--- src/rtl/seg7_scan_driver.sv ---
// -----------------------------------------------------------------------------
// seg7_scan_driver
//
// Purpose:
//   Registered, time-multiplexed driver for eight active-low seven-segment
//   displays. It captures eight BCD digits and a sign flag from the upstream
//   binary-to-BCD converter on a load strobe. It then lights one digit
//   position at a time. Each position stays lit for REFRESH_DIV clock cycles.
//
// Optional feature (compile-time macro):
//   LEAD_ZERO_BLANK_EN - when defined, positions above the most significant
//   nonzero digit are blanked. A negative value also gets a minus glyph just
//   above that digit, when there is room for it. When undefined, all eight
//   positions show their decoded digit, and the sign appears on sign_led only.
//
// Parameters:
//   REFRESH_DIV  clock cycles per lit position (legal range 2..2^20)
//
// Ports:
//   clock     in   system clock, rising edge
//   reset     in   asynchronous active-high reset
//   load      in   capture strobe for the digits and neg
//   neg       in   sign from the converter (1 = negative)
//   first..eighth in  BCD digits, first = least significant
//   anode     out  one-hot active-low position enable, bit 0 = first
//   segments  out  active-low {g,f,e,d,c,b,a}
//   sign_led  out  registered copy of the captured sign
//   bcd_err   out  set when the last captured set held a digit above 9
// -----------------------------------------------------------------------------
module seg7_scan_driver #(
    parameter int unsigned REFRESH_DIV = 50000
) (
    input  logic       clock,
    input  logic       reset,
    input  logic       load,
    input  logic       neg,
    input  logic [3:0] first,
    input  logic [3:0] second,
    input  logic [3:0] third,
    input  logic [3:0] fourth,
    input  logic [3:0] fifth,
    input  logic [3:0] sixth,
    input  logic [3:0] seventh,
    input  logic [3:0] eighth,
    output logic [7:0] anode,
    output logic [6:0] segments,
    output logic       sign_led,
    output logic       bcd_err
);

    localparam logic [19:0] PRESC_LAST = 20'(REFRESH_DIV - 1);
    localparam logic [6:0]  SEG_BLANK  = 7'h7F;
    localparam logic [6:0]  SEG_MINUS  = 7'h3F;

    // Active-low segment pattern for one BCD code; codes 10..15 are blank.
    function automatic logic [6:0] decode(input logic [3:0] d);
        logic [6:0] s;
        case (d)
            4'd0:    s = 7'h40;
            4'd1:    s = 7'h79;
            4'd2:    s = 7'h24;
            4'd3:    s = 7'h30;
            4'd4:    s = 7'h19;
            4'd5:    s = 7'h12;
            4'd6:    s = 7'h02;
            4'd7:    s = 7'h78;
            4'd8:    s = 7'h00;
            4'd9:    s = 7'h10;
            default: s = SEG_BLANK;
        endcase
        return s;
    endfunction

    // Digit inputs gathered into a packed vector; element i is position i.
    logic [7:0][3:0] digits_in;
    assign digits_in = {eighth, seventh, sixth, fifth, fourth, third, second, first};

    // Holding registers and scan state
    logic [7:0][3:0] digits_q, digits_d;
    logic            neg_q, neg_d;
    logic            bcd_err_q, bcd_err_d;
    logic [19:0]     presc_q, presc_d;
    logic [2:0]      idx_q, idx_d;

    // Output registers
    logic [7:0]      anode_q, anode_d;
    logic [6:0]      seg_q, seg_d;
    logic            sign_q, sign_d;

    logic [6:0]      glyph;

    // Capture. The error flag is recomputed from the newly loaded digits, so
    // it follows the latest load and holds its value between loads.
    always_comb begin
        digits_d  = digits_q;
        neg_d     = neg_q;
        bcd_err_d = bcd_err_q;
        if (load) begin
            digits_d  = digits_in;
            neg_d     = neg;
            bcd_err_d = 1'b0;
            for (int i = 0; i < 8; i++) begin
                if (digits_in[i] > 4'd9) begin
                    bcd_err_d = 1'b1;
                end
            end
        end
    end

    // Prescaler: the position index advances once every REFRESH_DIV cycles.
    always_comb begin
        presc_d = presc_q + 20'd1;
        idx_d   = idx_q;
        if (presc_q == PRESC_LAST) begin
            presc_d = 20'd0;
            idx_d   = idx_q + 3'd1;   // 7 wraps naturally to 0
        end
    end

    // Glyph for the position being scanned, taken from the current holding
    // registers.
`ifdef LEAD_ZERO_BLANK_EN
    logic [2:0] msd;

    always_comb begin
        // Highest nonzero position. If all digits are zero, this stays at 0,
        // so position 0 is always shown.
        msd = 3'd0;
        for (int i = 1; i < 8; i++) begin
            if (digits_q[i] != 4'd0) begin
                msd = 3'(i);
            end
        end

        glyph = decode(digits_q[idx_q]);
        if (idx_q > msd) begin
            // When msd is 7, this branch is never taken, so there is no wrap.
            if (neg_q && (idx_q == msd + 3'd1)) begin
                glyph = SEG_MINUS;
            end else begin
                glyph = SEG_BLANK;
            end
        end
    end
`else
    always_comb begin
        glyph = decode(digits_q[idx_q]);
    end
`endif

    // The output stage reflects the index and holding registers as they were
    // before the edge. This gives one cycle of latency after a load.
    always_comb begin
        anode_d = ~(8'd1 << idx_q);
        seg_d   = glyph;
        sign_d  = neg_q;
    end

    always_ff @(posedge clock or posedge reset) begin
        if (reset) begin
            digits_q  <= '0;
            neg_q     <= 1'b0;
            bcd_err_q <= 1'b0;
            presc_q   <= 20'd0;
            idx_q     <= 3'd0;
            anode_q   <= 8'hFF;
            seg_q     <= SEG_BLANK;
            sign_q    <= 1'b0;
        end else begin
            digits_q  <= digits_d;
            neg_q     <= neg_d;
            bcd_err_q <= bcd_err_d;
            presc_q   <= presc_d;
            idx_q     <= idx_d;
            anode_q   <= anode_d;
            seg_q     <= seg_d;
            sign_q    <= sign_d;
        end
    end

    assign anode    = anode_q;
    assign segments = seg_q;
    assign sign_led = sign_q;
    assign bcd_err  = bcd_err_q;

endmodule

--- config.mk ---
export PLATFORM = sky130hd
export DESIGN_NAME = seg7_scan_driver
export DESIGN_NICKNAME = d
export VERILOG_FILES = /design/src/rtl/seg7_scan_driver.sv
export SDC_FILE = /design/constraint.sdc
export NUM_CORES = 1
export LEC_CHECK = 0
export ABC_AREA = 1
export BUFFER_PORTS_ARGS = -buffer_cell sky130_fd_sc_hd__buf_2
export CAP_MARGIN = 15
export CORE_MARGIN = 2
export CORE_UTILIZATION = 55
export CTS_BUF_LIST = sky130_fd_sc_hd__clkbuf_4
export DETAILED_ROUTE_END_ITERATION = 8
export GPL_ROUTABILITY_DRIVEN = 0
export HOLD_SLACK_MARGIN = 0.1
export PLACE_DENSITY = 0.77
export RECOVER_POWER = 25
export SYNTH_ARGS = -nofsm -noshare
export SYNTH_HDL_FRONTEND = slang
export SYNTH_SLANG_ARGS = --single-unit
--- constraint.sdc ---
create_clock -name clock -period 6.1 [get_ports clock]
set_input_delay 0.61 -clock clock [delete_from_list [all_inputs] [get_ports clock]]
set_output_delay 0.61 -clock clock [all_outputs]
set_load 0.02 [all_outputs]
==> flow_summary.json <==
{
  "status": "complete, no violations",
  "drt-total-wl_um": 7140,
  "syn_avg_cell_area_um2": 8.197,
  "synth_area_um2": 3656,
  "final_cell_mix": "nand2_1 (129), inv_1 (69), dfrtp_1 (58)",
  "crit_type": "reg -> reg",
  "core_area_um2": 6386,
  "yosysSeqAreaShare": 0.5048,
  "syn-num-nets": 494,
  "maxCapViolations": 0,
  "ant_nets": 0,
  "cp_max_fo": 24,
  "netlist_instances": 446,
  "power_mw": 1.049,
  "die-height_um": 85.53,
  "viasPerCell": 5.088,
  "clock_skew_ns": 0.01341,
  "grt_use_met1": 0.2923,
  "diodes": 0,
  "post_cts_buffers": 0,
  "place_ws_ns": 3.983,
  "finalWorstSetupSlack_ns": 3.967,
  "drive_gt1_frac": 0.2112,
  "leakagePower_nw": 2.169,
  "synth_cell_types": 29,
  "cts_hold_buffers": 0,
  "p_per_area_nw_per_um2": 252.6,
  "dp_hpwl_um": 5220,
  "grtUsageMet2": 0.3338,
  "rows": 29,
  "start_kind": "register",
  "post_cts_resized": 0,
  "syn_to_final_growth_pct": 13.55,
  "initial_core_util": 0.5725,
  "cts-root-buf": "clkbuf_4",
  "relSlewSlack": 0.4216,
  "clk_pin_slew_ns": 0.11,
  "grt_antenna_before_repair": 0,
  "setup_viol": 0,
  "final_common_cell": "nand2_1",
  "ys_ff_latch": 73,
  "hold_violations": 0,
  "grt_use_met3": 0.04427,
  "fmaxAchievable_mhz": 468.9,
  "ir_worst_vdd_mv": 0.1814,
  "grt_use_total": 0.2165,
  "cts_tree": "done",
  "worstMarginPinSlew_ns": 0.8676,
  "clock_latency_ns": 0.43,
  "grt_busiest_layer": "met2",
  "r2r_slack_ns": 3.97,
  "grt_max_degree": 74,
  "synth_top_area_frac": 0.3970,
  "min_period_ns": 2.133,
  "dr_total_vias": 2946,
  "nets": 545,
  "clockBufferDepth": 2,
  "cts.sinks": 73,
  "post_dp_cell_area_um2": 3946,
  "yosysWarnings": 0,
  "synthTopCellsByArea": "dfrtp_1 (40%), nand2_1 (13%), dfstp_2 (11%)",
  "crit_required_ns": 6.47,
  "fp.dieW_um": 85.53,
  "rsz0062_at_grt": "no",
  "first_pass_iters": 4,
  "grt_pass1_wl_um": 12560,
  "cts_max_level": 3,
  "cp.arrival_ns": 2.50,
  "pin_count": 53,
  "io_buffer_count": 52,
  "die-area_um2": 7315,
  "grt_overflow": 0,
  "layout_worst_path_cycle_share": 0.3496,
  "synth_top_cell_by_area": "dfrtp_1",
  "grt_pass1_vias": 2865,
  "drtIter0Drc": 163,
  "nFillCells": 541,
  "crit_path_end_kind": "register",
  "drt-wirelength-per-cell_um": 12.33,
  "remaining_drc_errors": 0,
  "maxSlewViolCount": 0,
  "setup-tns-final_ns": 0,
  "final_area_um2": 4151,
  "min_path_type": "in -> reg",
  "numCtsBuffers": 9
}
-- cells by family (layout without fill, tap and decap cells) --
family | after synthesis | count (layout) | synth area share
buffers and inverters | 85 | 141 | 0.09411
and+or+nand+nor | 219 | 219 | 0.2683
DFF | 73 | 73 | 0.5048
xor gates and xnor gates | 9 | 9 | 0.02156
AOI/OAI and AO/OA | 48 | 48 | 0.07016
adders and majority gates | 12 | 12 | 0.04107
-- layer usage --
layer / wire (um) / up-vias / part of all wire
li1: - / 1491 / -
met1: 3340 / 1373 / 0.47
met2: 3261 / 62 / 0.46
met3: 332 / 20 / 0.046
met4: 206 / 0 / 0.029
met5: 0 / - / 0
-- Yosys cell counts --
master / n
nor3_1: 5
dfstp_2: 15
nand2_1: 129
ha_1: 12
nand3_1: 39
dfrtp_1: 58
or2_2: 2
o211ai_1: 2
nor2_4: 2
a21oi_1: 3
nor3b_1: 1
inv_1: 69
nand2_2: 5
xor2_1: 9
buf_6: 2
nand3b_1: 3
clkbuf_1: 7
nand2_4: 1
nand3_2: 2
o21ai_1: 1
inv_2: 3
buf_4: 2
nand4_1: 6
o21ai_0: 39
o21ai_2: 3
nor2_2: 1
buf_2: 2
nor3_2: 3
nor2_1: 20
-- power by group --
| group | switching (mW) | internal (mW) |
|---|---|---|
| logic | 0.0718 | 0.0358 |
| clock network | 0.165 | 0.252 |
| registers | 0.00730 | 0.516 |
| total | 0.244 | 0.804 |
-- flip-flops by register name, summed over array words and instances, names as in the netlist --
name	count
idx_q	3
neg_q	1
presc_q	20
anode	8
digits_q	32
segments	7
sign_led	1
bcd_err	1
-- through the flow --
step                utilization  hold WS [ns]  cells
floorplan                     -        0.3540    446
global placement         0.6179        0.3733    563
detailed placement       0.6179        0.3744    563
CTS                      0.6501        0.3651    579
global route             0.6501        0.3780    579
finish                   0.6501        0.3754    579
-- critical path, cell delays in order, from the launching register on --
cell,delay (ns)
dfrtp_1,0.81
inv_2,0.27
nand2_1,0.13
nand3_1,0.07
nand3_1,0.10
nand2_1,0.14
ha_1,0.31
nand3_1,0.10
nand3_1,0.10
nand2_1,0.05
-- worst paths after layout --
check | endpoint | cells after the start | startpoint
worst max-delay path | segments[3] | 9 | idx_q[0]
worst min-delay path | neg_q | 3 | neg
worst max register to register | segments[3] | 9 | idx_q[0]
worst min register to register | sign_led | 0 | neg_q
max in group asynchronous | presc_q[12] | 3 | reset
min in group asynchronous | digits_q[12] | 3 | reset
-- final cells by class --
type,instances,area [um^2],area share
clock inverter,6,130.1,0.03134
tap,77,96.34,0.02321
clock buffer,10,75.07,0.01808
multi-input combinational,288,1466,0.3532
timing repair buffer,53,267.8,0.06450
sequential,73,1846,0.4445
inverter,72,270.3,0.06510
No activity file was read; power rests on OpenSTA's default activity.
